**src/rtl/sdram_req_arbiter.sv**
```systemverilog
// sdram_req_arbiter: round-robin arbiter that shares one SDRAM controller
// command port between a single-word write port (W) and a page-read port (R).
//
// Ports:
//   clk, rst                   100 MHz SDRAM clock, synchronous active-high reset
//   w_req/w_addr/w_data/w_ack  write requester (level req, 1-cycle ack pulse)
//   r_req/r_addr               page-read requester (level req)
//   r_valid/r_data/r_ack       forwarded read words and 1-cycle completion pulse
//   sd_call/sd_done            controller call/done vectors (bit1 = W, bit2 = R)
//   sd_addr/sd_wdata           frozen address/data for the active call
//   sd_en/sd_rdata             controller read-data strobe and word
//   err                        sticky watchdog flag
//   busy                       high whenever the arbiter is not IDLE
module sdram_req_arbiter #(
  parameter int ADDR_W  = 24,
  parameter int DATA_W  = 16,
  parameter int TIMEOUT = 4096
) (
  input  logic              clk,
  input  logic              rst,
  input  logic              w_req,
  input  logic [ADDR_W-1:0] w_addr,
  input  logic [DATA_W-1:0] w_data,
  output logic              w_ack,
  input  logic              r_req,
  input  logic [ADDR_W-1:0] r_addr,
  output logic              r_valid,
  output logic [DATA_W-1:0] r_data,
  output logic              r_ack,
  output logic [2:0]        sd_call,
  input  logic [2:0]        sd_done,
  output logic [ADDR_W-1:0] sd_addr,
  output logic [DATA_W-1:0] sd_wdata,
  input  logic              sd_en,
  input  logic [DATA_W-1:0] sd_rdata,
  output logic              err,
  output logic              busy
);

  localparam int CNT_W = (TIMEOUT > 2) ? $clog2(TIMEOUT) : 1;
  localparam logic [CNT_W-1:0] CNT_LAST = CNT_W'(TIMEOUT - 1);
  localparam logic [2:0] CALL_WR = 3'b010;
  localparam logic [2:0] CALL_RD = 3'b100;

  typedef enum logic [1:0] {
    IDLE,
    CALL_W,
    CALL_R,
    RELEASE
  } state_t;

  state_t           state;
  logic             last_w;
  logic [CNT_W-1:0] cnt;

  logic grant_w;
  logic grant_r;
  logic done_w;
  logic done_r;
  logic timeout;

  // Bit 0 of the done vector belongs to a port this arbiter never calls.
  logic unused_done0;
  assign unused_done0 = sd_done[0];

  // On a tie, the port that was not granted last wins.
  always_comb begin
    grant_w = w_req && (!r_req || !last_w);
    grant_r = r_req && !grant_w;
  end

  assign done_w  = sd_done[1];
  assign done_r  = sd_done[2];
  assign timeout = (cnt == CNT_LAST);
  assign busy    = (state != IDLE);

  always_ff @(posedge clk) begin
    if (rst) begin
      state    <= IDLE;
      last_w   <= 1'b0;
      cnt      <= '0;
      sd_call  <= 3'b000;
      sd_addr  <= '0;
      sd_wdata <= '0;
      w_ack    <= 1'b0;
      r_ack    <= 1'b0;
      r_valid  <= 1'b0;
      r_data   <= '0;
      err      <= 1'b0;
    end else begin
      w_ack   <= 1'b0;
      r_ack   <= 1'b0;
      r_valid <= 1'b0;
      unique case (state)
        IDLE: begin
          if (grant_w) begin
            sd_addr  <= w_addr;
            sd_wdata <= w_data;
            sd_call  <= CALL_WR;
            last_w   <= 1'b1;
            cnt      <= '0;
            state    <= CALL_W;
          end else if (grant_r) begin
            sd_addr <= r_addr;
            sd_call <= CALL_RD;
            last_w  <= 1'b0;
            cnt     <= '0;
            state   <= CALL_R;
          end
        end
        CALL_W: begin
          // A done in the timeout cycle still counts as a clean finish.
          if (done_w || timeout) begin
            sd_call <= 3'b000;
            w_ack   <= 1'b1;
            if (!done_w) err <= 1'b1;
            state   <= RELEASE;
          end else begin
            cnt <= cnt + CNT_W'(1);
          end
        end
        CALL_R: begin
          // A strobe coincident with done lands together with r_ack.
          r_valid <= sd_en;
          if (sd_en) r_data <= sd_rdata;
          if (done_r || timeout) begin
            sd_call <= 3'b000;
            r_ack   <= 1'b1;
            if (!done_r) err <= 1'b1;
            state   <= RELEASE;
          end else begin
            cnt <= cnt + CNT_W'(1);
          end
        end
        RELEASE: begin
          state <= IDLE;
        end
        default: begin
          state <= IDLE;
        end
      endcase
    end
  end

  a_call_onehot: assert property (
    @(posedge clk) disable iff (rst) !(sd_call[1] && sd_call[2]));
  a_call_bit0: assert property (
    @(posedge clk) disable iff (rst) !sd_call[0]);

endmodule

```
**config.mk**
```make
export PLATFORM = sky130hd
export DESIGN_NAME = sdram_req_arbiter
export DESIGN_NICKNAME = d
export VERILOG_FILES = /design/src/rtl/sdram_req_arbiter.sv
export SDC_FILE = /design/constraint.sdc
export NUM_CORES = 1
export LEC_CHECK = 0
export ABC_AREA = 1
export BUFFER_PORTS_ARGS = -buffer_cell sky130_fd_sc_hd__buf_2
export CAP_MARGIN = 20
export CORE_UTILIZATION = 33
export DETAILED_ROUTE_END_ITERATION = 10
export PLACE_DENSITY = 0.62
export SLEW_MARGIN = 20
export SYNTH_ARGS = -nofsm -noshare
export SYNTH_HDL_FRONTEND = slang
export SYNTH_SLANG_ARGS = --single-unit
```
**constraint.sdc**
```tcl
create_clock -name clk -period 2.25 [get_ports clk]
set_clock_uncertainty 0.2 [all_clocks]
set_input_delay 0.1125 -clock clk [delete_from_list [all_inputs] [get_ports clk]]
set_output_delay 0.1125 -clock clk [all_outputs]
set_load 0.1 [all_outputs]
```
Word level (Yosys, flattened, before mapping)
Index checks and enable logic that the tools add are counted.
{"block": "totals", "register_bits": 78, "inputBits": 88, "word_cells": 73, "output_inout_bits": 64}
{"block": "op_classes", "mux": 26, "eq_ne": 11, "n_bitwise": 2, "n_addsub": 1, "reduce_logical": 22}
{"cell": "12-bit 2-to-1 mux", "count": 4}
{"cell": "24-bit 2-to-1 mux", "count": 2}
{"cell": "12-bit case mux with 3 select lines", "count": 1}
{"cell": "12-bit by 1-bit adder with 12-bit output, second input constant", "count": 1}
{"cell": "12-bit == test, second input constant", "count": 1}
{"cell": "3-bit 2-to-1 mux", "count": 4}
{"cell": "2-bit inequality test, second input constant", "count": 6}
{"cell": "3-bit case mux with 3 select lines", "count": 1}
{"cell": "1-bit 2-to-1 mux", "count": 8}
{"cell": "2-bit 2-to-1 mux", "count": 4}
{"cell": "2-bit case mux with 4 select lines", "count": 1}
{"cell": "4-bit AND reduction", "count": 2}
{"cell": "2-bit AND reduction", "count": 3}
{"cell": "2-bit nonzero test", "count": 3}
{"cell": "5-bit AND reduction", "count": 1}
{"cell": "2-bit == test, second input constant", "count": 2}
{"cell": "2-bit OR reduction", "count": 2}
{"cell": "1-bit zero test", "count": 3}
{"cell": "1-bit logical OR", "count": 3}
{"cell": "3-bit inequality test, second input constant", "count": 1}
{"cell": "3-bit AND reduction", "count": 1}
{"cell": "3-bit nonzero test", "count": 1}
{"cell": "2-bit by 1-bit == test with 1-bit output, second input constant", "count": 1}
{"cell": "1-bit logical AND", "count": 2}
{"cell": "3 further kinds", "count": 4}

Logic depth before layout (Yosys ltp)
Gate-level depths: netlist (run 1).
{"block": "depth", "depth_word": 8, "mapped_depth": 10}

Worst setup path before layout (run 1)
OpenSTA, ideal clock, no wires.
{"block": "synth_timing", "kind": "reg2reg", "from": "reg state[0]", "to": "reg cnt[5]", "stages_incl_launch_ff": 11, "required_ps": 1980, "arrival_time_ps": 1959, "slack_ps": 22, "setup_ps": 70, "cell_sequence": "dfxtp_1 -> inv_1 -> ha_1 -> inv_1 -> a21oi_2 -> inv_1 -> nand2_1 -> nand3_4 -> buf_6 -> nand2_1 -> a21oi_2"}
{"block": "synth_between", "elab_chain_cells": 3, "word_cells_on_any_way": 9, "cone_classes": "eq/ne (5); mux (1); reduce/logical (3)"}
{"element": "start: declaration", "line": "52", "text": "state_t state;"}
{"element": "start signal: assignment", "line": "79", "text": "state <= IDLE;"}
{"element": "start signal: assignment", "line": "102", "text": "state <= CALL_W;"}
{"element": "start signal: assignment", "line": "108", "text": "state <= CALL_R;"}
{"element": "2-bit == test (tied with other cells)", "line": "94", "text": "unique case (state)"}
{"element": "2-bit inequality test (no source line) (tied with other cells)"}
{"element": "4-bit AND reduction (no source line)"}
{"element": "end signal: assignment", "line": "119", "text": "cnt <= cnt + CNT_W'(1);"}
{"element": "end signal: assignment", "line": "132", "text": "cnt <= cnt + CNT_W'(1);"}
{"element": "end: declaration", "line": "54", "text": "logic [CNT_W-1:0] cnt;"}
Parallel ways exist; a longest one is shown, timed or not.
A chain may end at the register's enable or synchronous reset.

Final worst setup path (run 1)
{"block": "layout_timing", "from": "reg cnt[1]", "to": "reg err"}
{"block": "layout_between", "elab_chain_cells": 4, "word_cells_on_any_way": 6, "cone_classes": "eq/ne (3); reduce/logical (3)"}
{"element": "12-bit == test *", "line": "74", "text": "assign timeout = (cnt == CNT_LAST);"}
{"element": "1-bit logical OR (on tied branches)", "line": "126, 113"}
{"element": "2-bit inequality test (no source line)"}
{"element": "5-bit AND reduction (no source line) *"}
{"element": "end signal: assignment", "line": "89", "text": "err <= 1'b0;"}
{"element": "end signal: assignment", "line": "116", "text": "if (!done_w) err <= 1'b1;"}
{"element": "end signal: assignment", "line": "129", "text": "if (!done_r) err <= 1'b1;"}
{"element": "end: declaration", "line": "36", "text": "output logic err,"}
Every way passes the cells marked *; elsewhere a longest branch is shown, timed or not.

==> implementation parameters, run 1 <==
Parameter                              Value

Die
  Die area ... 10900 um^2
  X dimension of the die ... approximately 100 um
  Core region area ... 9950 um^2
  Number of core rows ... 36
  Vertical extent of the die ... between 100 and 150 um
  Number of ports placed on the die boundary ... ~150
  Effective utilization at floorplan ... 34.7%

GRT
  Via count of the first global-routing pass ... 3936
  Global-route usage over all layers ... 20.0%
  Initial antenna violation count ... 0
  Global route overflow ... 0
  Wire length of the first global-routing pass ... between 15000 and 20000 um
  Largest net degree at the start of global routing ... 49

Synthesis
  Summed instance area of the synthesized netlist ... between 3000 and 4000 um^2
  Yosys warning count ... 0
  Async set-or-reset flop fraction in the synthesized netlist ... 0%
  Most common flop cell mapped by yosys ... sky130_fd_sc_hd__dfxtp_1
  Post-synthesis average cell area ... approximately 7 um^2
  Top post-synthesis cells by count ... sky130_fd_sc_hd__nand2_1 (130), sky130_fd_sc_hd__dfxtp_1 (77), sky130_fd_sc_hd__nor2_1 (65)
  Most used standard cell by instance count after synthesis ... sky130_fd_sc_hd__nand2_1
  Dominant cell type by area after synthesis ... sky130_fd_sc_hd__dfxtp_1
  Share of the yosys chip area belonging to registers ... roughly 45%
  Number of standard cells after synthesis ... 484
  Synthesized netlist net count ... slightly below 600
  Post-synthesis cell type count ... 27
  Leading post-synthesis cells by cell area ... sky130_fd_sc_hd__dfxtp_1 (45%), sky130_fd_sc_hd__nand2_1 (14%), sky130_fd_sc_hd__nor2_1 (7.1%)
  Top-area cell type share of the netlist area ... between 40% and 50%
  Number of enable flip-flop cells after synthesis ... 0
  Flip-flop and latch count after synthesis ... 77

CTS
  Clock sink count ... just under 80
  Clock tree from TritonCTS ... built
  Buffers inserted during post-CTS setup optimization ... 0
  Clock-pin slew reported for the worst setup and hold paths after clock tree synthesis ... ~80 ps
  Number of buffers on the longest clock path ... 2
  Level count of the clock H-tree ... 3
  Clock network latency to the later pin of the worst-skew pair ... approximately 360 ps
  CTS Buf Count ... 9
  Root Buffer ... sky130_fd_sc_hd__clkbuf_8

Placement
  Buffers on Ports ... 149
  Placer Congestion ... ~0.80
  Detailed Place HPWL ... ~6500 um

Pwr
  IR drop worst, VDD ... between 0.0008 and 0.0009 V
  Leakage power summed over all cells ... 2.47 nW
  Power density over the cells ... 1400 nW/um^2
  Overall power ... 7.55 mW

Timing
  Unrepaired setup endpoints after global routing ... false
  Number of endpoints with negative hold slack in the final report ... 0
  Relative slew slack ... about three fifths
  Max-slew violations ... 0
  Accumulated negative setup slack ... 0 ps
  Maximum clock rate ... between 400 and 500 MHz
  Post-layout minimum cycle time ... ~2100 ps
  Final worst-path cycle share ... 94.6%
  Slew of the pin with the lowest slew margin ... roughly 610 ps
  Final Setup Violations ... 0

Drt
  Total Wirelength ... between 10000 and 15000 um
  Number of iterations in the first detailed-routing pass ... 4
  Post-route DRC violation count ... 0
  Number of DRC markers after the initial detailed-route iteration ... about 220
  Count of nets left with antenna violations after detail routing ... 0
  Average wire per cell in the routed design ... 12.5 um
  Via count ... 4046
  Routed via count divided by cell count ... 4.77

Setup path
  Cell with the largest stage delay on the worst path ... sky130_fd_sc_hd__dlygate4sd3_1
  Data arrival, critical path ... roughly 2200 ps
  Origin of the critical flop-to-flop path ... cnt[1]$_SDFFE_PP0P_
  Data required time at the worst endpoint ... ~2300 ps
  CP bufs+invs ... 1
  Cells traversed along the worst timing path ... ha_4 -> nand2_2 -> nor2_4 -> nand3_4 -> o21ai_0 -> nand3_1 -> dlygate4sd3_1 -> a21oi_1
  Slowest Stage Delay on Critical Path ... between 500 and 600 ps
  Crit-path leading delay family ... buffers and inverters
  Category of the worst setup path capture point ... flop
  Setup crit start kind ... flop
  Kind of critical path ... reg -> reg
  Top fanout value on the critical path ... 5
  Setup crit start ... cnt[1]$_SDFFE_PP0P_

Cells and area
  Number of nets in the final layout ... 804
  Filler Cells Inserted ... between 800 and 900
  Antenna fix cells ... 0
  Fraction of layout cells with a size suffix above 1 ... 27.6%
  Area growth from synthesis to final layout ... 56.3%

Hold path
  Type of the tightest min-delay check ... in -> reg
  Startpoint of the tightest hold check path ... rst

Run status
  Status ... completed

Flow run
  Count of maximum capacitance violations ... 0
==> cell families (layout without fill, tap and decap cells) <==
family | Yosys count | after routing | share of synthesized area, %
AND/OR/NAND/NOR | 249 | 249 | 30.8
adder cells (fa/ha/maj) | 5 | 5 | 1.81
flip-flops | 77 | 77 | 44.7
AO/OA/AOI/OAI | 99 | 99 | 16.3
buffers and inverters | 53 | 284 | 6.31
other | 1 | 1 | 0.109
==> report_power, final <==
| part | internal [mW] | total [mW] | switching [mW] | leakage (nW) |
|---|---|---|---|---|
| clock | 0.573 | 1.09 | 0.515 | 0.102 |
| sequential | 1.72 | 1.90 | 0.182 | 0.632 |
| combinational | 0.937 | 4.56 | 3.63 | 1.73 |
==> routing by layer <==
layer	share of wire, %	routed length, um	GRT usage [%]
met4	1.3	133	7.24
met2	47	4930	33.9
met5	0	0	0
met1	44	4690	23.8
met3	8.0	849	5.95
==> worst min-delay path, stage by stage <==
cell and delay (ps):
sky130_fd_sc_hd__buf_2 110, sky130_fd_sc_hd__buf_4 250, sky130_fd_sc_hd__nor2_1 130
==> worst paths after layout <==
check,to,slack [ps],cells past startpoint
worst max-delay path,err$_SDFFE_PP0P_,120,8
worst min register to register,err$_SDFFE_PP0P_,260,2
worst min-delay path,r_valid$_SDFF_PP0_,80,3
worst max register to register,err$_SDFFE_PP0P_,120,8
==> cell type report <==
type	count	area, um^2	share of cell area, %
clock buffer	11	151	2.81
clock inverter	4	55.1	1.02
inverter	25	93.8	1.74
multi-input combinational	354	1710	31.8
sequential	77	1540	28.6
tap	133	166	3.09
timing repair buffer	244	1670	31.0
==> stage by stage <==
step | instances | worst slack (ps) | util (%) | area [um^2] | hold slack [ps]
3_5_place_dp | 749 | 248 | 43.5 | 4330 | 177
6_report | 848 | 121 | 54.2 | 5390 | 84.5
5_1_grt | 848 | 18.3 | 54.2 | 5390 | 91.2
3_3_place_gp | 749 | 291 | 43.5 | 4330 | 170
4_1_cts | 848 | 51.7 | 54.0 | 5380 | 63.2
2_1_floorplan | 484 | 21.8 | - | 3450 | 73.3
==> state kept, by name, summed over array words and instances, names as in the netlist, 2 cells and up <==
register	cells
state	2
sd_call	2
sd_addr	24
sd_wdata	16
r_data	16
cnt	12
==> what timing repair did <==
| action | in CTS | in global routing |
|---|---|---|
| hold buffers | 84 | 0 |
| resized for setup | 0 | 3 |
| setup endpoints to repair | 0 | 6 |
| hold endpoints to repair | 59 | 0 |
==> cells in the final DEF (no fill, tap or decap) <==
cell type,count
sky130_fd_sc_hd__buf_4,10
sky130_fd_sc_hd__clkinvlp_4,1
sky130_fd_sc_hd__o21ai_0,42
sky130_fd_sc_hd__ha_4,1
sky130_fd_sc_hd__a21oi_4,1
sky130_fd_sc_hd__clkinv_4,1
sky130_fd_sc_hd__bufinv_16,1
sky130_fd_sc_hd__nand2_2,3
sky130_fd_sc_hd__conb_1,1
sky130_fd_sc_hd__nor2_4,2
sky130_fd_sc_hd__buf_2,149
sky130_fd_sc_hd__o21a_1,1
sky130_fd_sc_hd__inv_1,23
sky130_fd_sc_hd__buf_6,1
sky130_fd_sc_hd__a21oi_1,22
sky130_fd_sc_hd__ha_1,4
sky130_fd_sc_hd__o21ai_1,1
sky130_fd_sc_hd__a31oi_1,24
sky130_fd_sc_hd__nand3_1,37
sky130_fd_sc_hd__nand2_4,2
sky130_fd_sc_hd__nand2_1,130
sky130_fd_sc_hd__dlygate4sd3_1,84
sky130_fd_sc_hd__a21oi_2,8
sky130_fd_sc_hd__nor3_1,2
sky130_fd_sc_hd__dfxtp_1,77
sky130_fd_sc_hd__inv_6,1
sky130_fd_sc_hd__nor2_1,65
sky130_fd_sc_hd__nand4_1,4
sky130_fd_sc_hd__nor2_2,1
sky130_fd_sc_hd__nand3_4,2
sky130_fd_sc_hd__nor3b_1,1
sky130_fd_sc_hd__inv_2,2
sky130_fd_sc_hd__clkbuf_8,11
Note: power is estimated with default switching activity, not from simulation.
==> run 2, diff against run 1 <==
==> constraint.sdc (replaced) <==
create_clock -name clk -period 2.3 [get_ports clk]
set_clock_uncertainty 0.2 [all_clocks]
set_input_delay 0.115 -clock clk [delete_from_list [all_inputs] [get_ports clk]]
set_output_delay 0.115 -clock clk [all_outputs]
set_load 0.1 [all_outputs]
==> run 2 against run 1 <==
Total power fell by 4.1%. Register-to-register slack improved by 50 ps. Highest routed layer unchanged. Combinational power fell by 3%. Cell area fell by 1.0%. Largest cell class unchanged. Largest power group unchanged. Cell count fell by 0.12%. Core utilization fell by 0.54 points.
==> implementation parameters, run 2 (synthesis results as in run 1) <==
Parameter                              Value

Run status
  Status ... completed

Pwr
  Power density over the cells ... between 1000 and 1500 nW/um^2
  IR drop worst, VDD ... ~0.0011 V
  Overall power ... about 7.2 mW
  Leakage power summed over all cells ... approximately 2.4 nW

Timing
  Worst setup margin ... ~170 ps
  Accumulated negative setup slack ... 0 ps
  Unrepaired setup endpoints after global routing ... false
  Smallest hold slack ... a little under 100 ps
  Maximum clock rate ... 469 MHz
  Post-layout minimum cycle time ... 2130 ps
  Slew of the pin with the lowest slew margin ... just over 600 ps
  Max-slew violations ... 0
  Final Setup Violations ... 0
  Final worst-path cycle share ... about 93%
  Relative slew slack ... between 50% and 60%
  Number of endpoints with negative hold slack in the final report ... 0

Placement
  Buffers on Ports ... roughly 150
  Worst-case setup slack after placement ... between 200 and 300 ps
  Detailed Place HPWL ... ~6500 um
  Placer Congestion ... slightly below 0.8

Die
  Number of core rows ... 36
  Number of ports placed on the die boundary ... 152
  Effective utilization at floorplan ... 34.7%
  Core region area ... around 10000 um^2
  Die area ... roughly 11000 um^2
  X dimension of the die ... between 100 and 150 um
  Vertical extent of the die ... around 100 um

GRT
  Global route overflow ... 0
  Largest net degree at the start of global routing ... between 40 and 50
  Initial antenna violation count ... 0
  Wire length of the first global-routing pass ... between 15000 and 20000 um
  Via count of the first global-routing pass ... between 4k and 5k
  Global-route usage over all layers ... around 20%

Setup path
  Cells traversed along the worst timing path ... ha_2 -> nand2_2 -> nor2_4 -> nand3_4 -> nand3_1 -> nand3_1 -> dlygate4sd3_1 -> a21oi_1
  Cell with the largest stage delay on the worst path ... sky130_fd_sc_hd__dlygate4sd3_1
  CP bufs+invs ... 1
  Kind of critical path ... reg -> reg
  Setup crit start kind ... flop
  Top fanout value on the critical path ... 5
  Data required time at the worst endpoint ... approximately 2400 ps
  Data arrival, critical path ... roughly 2200 ps
  Most used cell along the critical path ... sky130_fd_sc_hd__nand3_1
  Setup crit start ... cnt[1]$_SDFFE_PP0P_
  Category of the worst setup path capture point ... flop
  Slowest Stage Delay on Critical Path ... around 560 ps
  Crit-path leading delay family ... simple AND/OR/NAND/NOR gates
  Origin of the critical flop-to-flop path ... cnt[1]$_SDFFE_PP0P_

CTS
  Level count of the clock H-tree ... 3
  Number of buffers on the longest clock path ... 2
  Clock sink count ... 77
  Buffers inserted during post-CTS setup optimization ... 0
  Clock-pin slew reported for the worst setup and hold paths after clock tree synthesis ... roughly 90 ps
  Clock network latency to the later pin of the worst-skew pair ... roughly 350 ps
  Root Buffer ... sky130_fd_sc_hd__clkbuf_8
  CTS Buf Count ... 9
  Clock tree from TritonCTS ... built

Drt
  Count of nets left with antenna violations after detail routing ... 0
  Total Wirelength ... 10600 um
  Routed via count divided by cell count ... around 4.8
  Number of iterations in the first detailed-routing pass ... 4
  Average wire per cell in the routed design ... 12.5 um
  Post-route DRC violation count ... 0
  Number of DRC markers after the initial detailed-route iteration ... between 200 and 250
  Via count ... about 4.0k

Cells and area
  Post-route core utilization ... between 50 and 60%
  Multi-input logic area ... approximately 1700 um^2
  Biggest registers after layout ... sd_addr: 24 flops, r_data: 16 flops, sd_wdata: 16 flops
  Area growth from synthesis to final layout ... 54.7%
  Most common cell after layout, fill and taps aside ... sky130_fd_sc_hd__buf_2
  Number of nets in the final layout ... between 800 and 900
  Largest register FFs ... 24
  Register with the most flip-flops ... sd_addr
  Commonest cells after routing, fill and taps aside ... sky130_fd_sc_hd__buf_2 (149), sky130_fd_sc_hd__nand2_1 (130), sky130_fd_sc_hd__dlygate4sd3_1 (84), sky130_fd_sc_hd__dfxtp_1 (77), sky130_fd_sc_hd__nor2_1 (65)
  Register area ... about 1500 um^2
  Fraction of layout cells with a size suffix above 1 ... between 20 and 30%
  Antenna fix cells ... 0
  Filler Cells Inserted ... approximately 880

Hold path
  Type of the tightest min-delay check ... in -> reg
  Startpoint of the tightest hold check path ... rst

Flow run
  Count of maximum capacitance violations ... 0
## run 2: metal layers
layer / vias to the layer above / global-route usage (%) / routed length (um)
li1: 2037 / - / -
met1: 1819 / 23.0 / 4730
met2: 172 / 33.4 / 4820
met3: 19 / 5.39 / 782
met4: 0 / 8.78 / 230
met5: - / 0 / 0
## run 2: path summary, 6_finish.rpt
check	end	slack [ps]	depth (start not counted)
worst max-delay path	err$_SDFFE_PP0P_	170	8
worst min-delay path	sd_wdata[15]$_SDFFE_PP0P_	100	3
worst max register to register	err$_SDFFE_PP0P_	170	8
worst min register to register	err$_SDFFE_PP0P_	260	2
## run 2: through the flow
step	cell area, um^2	instances
floorplan	3450	484
global placement	4320	747
detailed placement	4320	747
CTS	5340	847
global route	5340	847
finish	5340	847
## run 2: area by class of cell
class	count	share of cell area (%)
sequential	77	28.9
clock inverter	7	1.08
tap	133	3.12
timing repair buffer	242	31.0
inverter	25	1.76
multi-input combinational	354	31.9
clock buffer	9	2.32
## run 2: what timing repair did
item,CTS,global route
endpoints found under the hold margin,59,0
gates resized for setup,0,2
hold buffers,84,0
setup endpoints to repair,0,1
## run 2: worst min-delay path, stage by stage
cell and delay [ps]:
sky130_fd_sc_hd__buf_2 100, sky130_fd_sc_hd__buf_4 240, sky130_fd_sc_hd__a21oi_1 150
## run 2: where the power goes
part           internal, mW  switching (mW)
registers              1.68           0.177
clock network         0.404           0.543
logic                 0.885            3.55
==> run 3, diff against run 2 <==
--- a/config.mk
+++ b/config.mk
@@ -8,9 +8,11 @@
 export ABC_AREA = 1
 export BUFFER_PORTS_ARGS = -buffer_cell sky130_fd_sc_hd__buf_2
 export CAP_MARGIN = 20
-export CORE_UTILIZATION = 33
+export CELL_PAD_IN_SITES_DETAIL_PLACEMENT = 1
+export CELL_PAD_IN_SITES_GLOBAL_PLACEMENT = 1
+export CORE_UTILIZATION = 32
 export DETAILED_ROUTE_END_ITERATION = 10
-export PLACE_DENSITY = 0.62
+export PLACE_DENSITY = 0.82
 export SLEW_MARGIN = 20
 export SYNTH_ARGS = -nofsm -noshare
 export SYNTH_HDL_FRONTEND = slang
==> run 3 against run 2 <==
Wire length is 41% higher. Count of clock-buffer cells in the layout stayed put. Fmax is 4.4% higher. Critical path depth is 1 higher. Worst setup slack better by 90 ps. Total power is 3.7% higher. Clock power is 6% higher. Sequential power hardly changed. Global-route usage is 7.7 points higher. Hold slack worse by 85 ps. Critical endpoint is now cnt[1]$_SDFFE_PP0P_. Highest routed layer unchanged.
==> implementation parameters, run 3 (synthesis results as in run 1) <==
Parameter                              Value

Run status
  Status ... completed

Timing
  Final Setup Violations ... 0
  Unrepaired setup endpoints after global routing ... false
  Maximum clock rate ... 490 MHz
  Number of endpoints with negative hold slack in the final report ... 0
  Smallest hold slack ... 12.1 ps
  Relative slew slack ... ~65%
  Accumulated negative setup slack ... 0 ps
  Post-layout minimum cycle time ... 2040 ps
  Slew of the pin with the lowest slew margin ... 528 ps
  Worst setup margin ... ~260 ps
  Final worst-path cycle share ... between 80% and 90%
  Max-slew violations ... 0

Placement
  Detailed Place HPWL ... ~7900 um
  Buffers on Ports ... 149
  Worst-case setup slack after placement ... between 200 and 300 ps
  Placer Congestion ... approximately 0.8
  Placed inst area ... approximately 4300 um^2

Cells and area
  Number of nets in the final layout ... ~800
  Commonest cells after routing, fill and taps aside ... sky130_fd_sc_hd__buf_2 (149), sky130_fd_sc_hd__nand2_1 (130), sky130_fd_sc_hd__dlygate4sd3_1 (81), sky130_fd_sc_hd__dfxtp_1 (77), sky130_fd_sc_hd__nor2_1 (65)
  Largest register FFs ... 24
  Fraction of layout cells with a size suffix above 1 ... about 28%
  Post-Layout Inst Area ... 5330 um^2
  Register with the most flip-flops ... sd_addr
  Biggest registers after layout ... sd_addr: 24 flops, r_data: 16 flops, sd_wdata: 16 flops
  Filler Cells Inserted ... 1317
  Antenna fix cells ... 0
  Most common cell after layout, fill and taps aside ... sky130_fd_sc_hd__buf_2
  Area growth from synthesis to final layout ... 54.5%

Drt
  Via count ... 4262
  Met2 WL post-DR ... between 7000 and 8000 um
  Count of nets left with antenna violations after detail routing ... 0
  Met3 wire length ... 1030 um
  Routed via count divided by cell count ... about 5
  Highest metal layer with signal wires ... met4
  Post-route met1 wirelength ... just under 6000 um
  Number of iterations in the first detailed-routing pass ... 4
  Post-route DRC violation count ... 0
  Number of DRC markers after the initial detailed-route iteration ... 190
  Average wire per cell in the routed design ... 17.5 um
  Total Wirelength ... 14900 um

Hold path
  Startpoint of the tightest hold check path ... sd_en
  Min-Delay Path Depth ... 4
  Type of the tightest min-delay check ... in -> reg
  Min-Delay Endpoint ... r_valid$_SDFF_PP0_

Setup path
  Logic depth of the worst register-to-register path ... 9
  Top fanout value on the critical path ... 8
  End of the worst register-to-register path ... cnt[1]$_SDFFE_PP0P_
  Setup slack of the worst register-to-register path ... 260 ps
  Origin of the critical flop-to-flop path ... state[0]$_SDFFE_PP0P_
  Data required time at the worst endpoint ... between 2000 and 2500 ps
  Data arrival, critical path ... about 2100 ps
  Setup crit start kind ... flop
  Category of the worst setup path capture point ... flop
  Kind of critical path ... reg -> reg

CTS
  Clock tree from TritonCTS ... built
  Clock sink count ... a little under 80
  Root Buffer ... sky130_fd_sc_hd__clkbuf_8
  Hold-fix buffer count after cts ... 81
  Clock network latency to the later pin of the worst-skew pair ... between 300 and 400 ps
  Clock-pin slew reported for the worst setup and hold paths after clock tree synthesis ... ~90 ps
  Resize count post-CTS ... 0
  CTS Buf Count ... 9
  Number of buffers on the longest clock path ... 2
  Level count of the clock H-tree ... 3
  Buffers inserted during post-CTS setup optimization ... 0

Die
  Vertical extent of the die ... 106 um
  Core region area ... 10400 um^2
  X dimension of the die ... about 110 um
  Number of core rows ... 37
  Number of ports placed on the die boundary ... 152
  Effective utilization at floorplan ... between 30% and 40%
  Die area ... 11200 um^2

GRT
  Global route overflow ... 0
  Wire length of the first global-routing pass ... 24000 um
  Via count of the first global-routing pass ... between 4k and 5k
  Initial antenna violation count ... 0
  Global-route usage over all layers ... a little over a quarter
  Largest net degree at the start of global routing ... 49

Pwr
  Power density over the cells ... ~1400 nW/um^2
  Leakage power summed over all cells ... about 2.4 nW
  IR drop worst, VDD ... 0.000774 V

Flow run
  Count of maximum capacitance violations ... 0
-- run 3: layout make-up --
cell class | instances | area [um^2] | share of cell area [%]
flip-flops and latches | 77 | 1540 | 28.9
multi-input cells | 354 | 1700 | 31.9
inverters | 25 | 93.8 | 1.76
well taps | 136 | 170 | 3.19
repair buffers | 242 | 1650 | 30.9
clock inverters | 7 | 57.6 | 1.08
clock buffers | 9 | 124 | 2.32
-- run 3: per-stage QoR --
| stage | utilization (%) | total power, mW | instances |
|---|---|---|---|
| after floorplan | - | 5.42 | 484 |
| after global placement | 41.9 | 6.14 | 753 |
| final | 51.4 | 7.50 | 850 |
| after CTS | 51.4 | 7.34 | 850 |
| after detailed placement | 41.9 | 6.25 | 753 |
| after global routing | 51.4 | 7.87 | 850 |
-- run 3: worst max path at each step --
stage                     startpoint             endpoint  slack, ps
6_report       state[0]$_SDFFE_PP0P_  cnt[1]$_SDFFE_PP0P_        260
3_5_place_dp   state[0]$_SDFFE_PP0P_  cnt[1]$_SDFFE_PP0P_        260
4_1_cts        state[0]$_SDFFE_PP0P_  cnt[1]$_SDFFE_PP0P_        230
5_1_grt        state[0]$_SDFFE_PP0P_  cnt[1]$_SDFFE_PP0P_         80
3_3_place_gp   state[0]$_SDFFE_PP0P_  cnt[1]$_SDFFE_PP0P_        380
2_1_floorplan  state[0]$_SDFFE_PP0P_  cnt[5]$_SDFFE_PP0P_         70
-- run 3: power by group --
part | total [mW] | internal [mW] | leakage (nW) | switching [mW]
Sequential | 1.89 | 1.68 | 0.632 | 0.211
Combinational | 4.61 | 0.878 | 1.72 | 3.73
Clock | 1.00 | 0.407 | 0.0881 | 0.594
-- run 3: per-layer routing --
metal	vias to the layer above	global-route usage [%]
li1	2034	-
met1	2015	30.4
met2	178	49.2
met3	35	6.86
met4	0	12.1
met5	-	0
-- run 3: critical path: stages, from the launching register on --
cell and delay (ps):
sky130_fd_sc_hd__dfxtp_1 380, sky130_fd_sc_hd__inv_1 100, sky130_fd_sc_hd__ha_1 350, sky130_fd_sc_hd__inv_1 70, sky130_fd_sc_hd__nor2_1 130, sky130_fd_sc_hd__nor2_1 80, sky130_fd_sc_hd__a21oi_2 320, sky130_fd_sc_hd__nand3_1 160
sky130_fd_sc_hd__nand2_1 90, sky130_fd_sc_hd__nor2_1 40
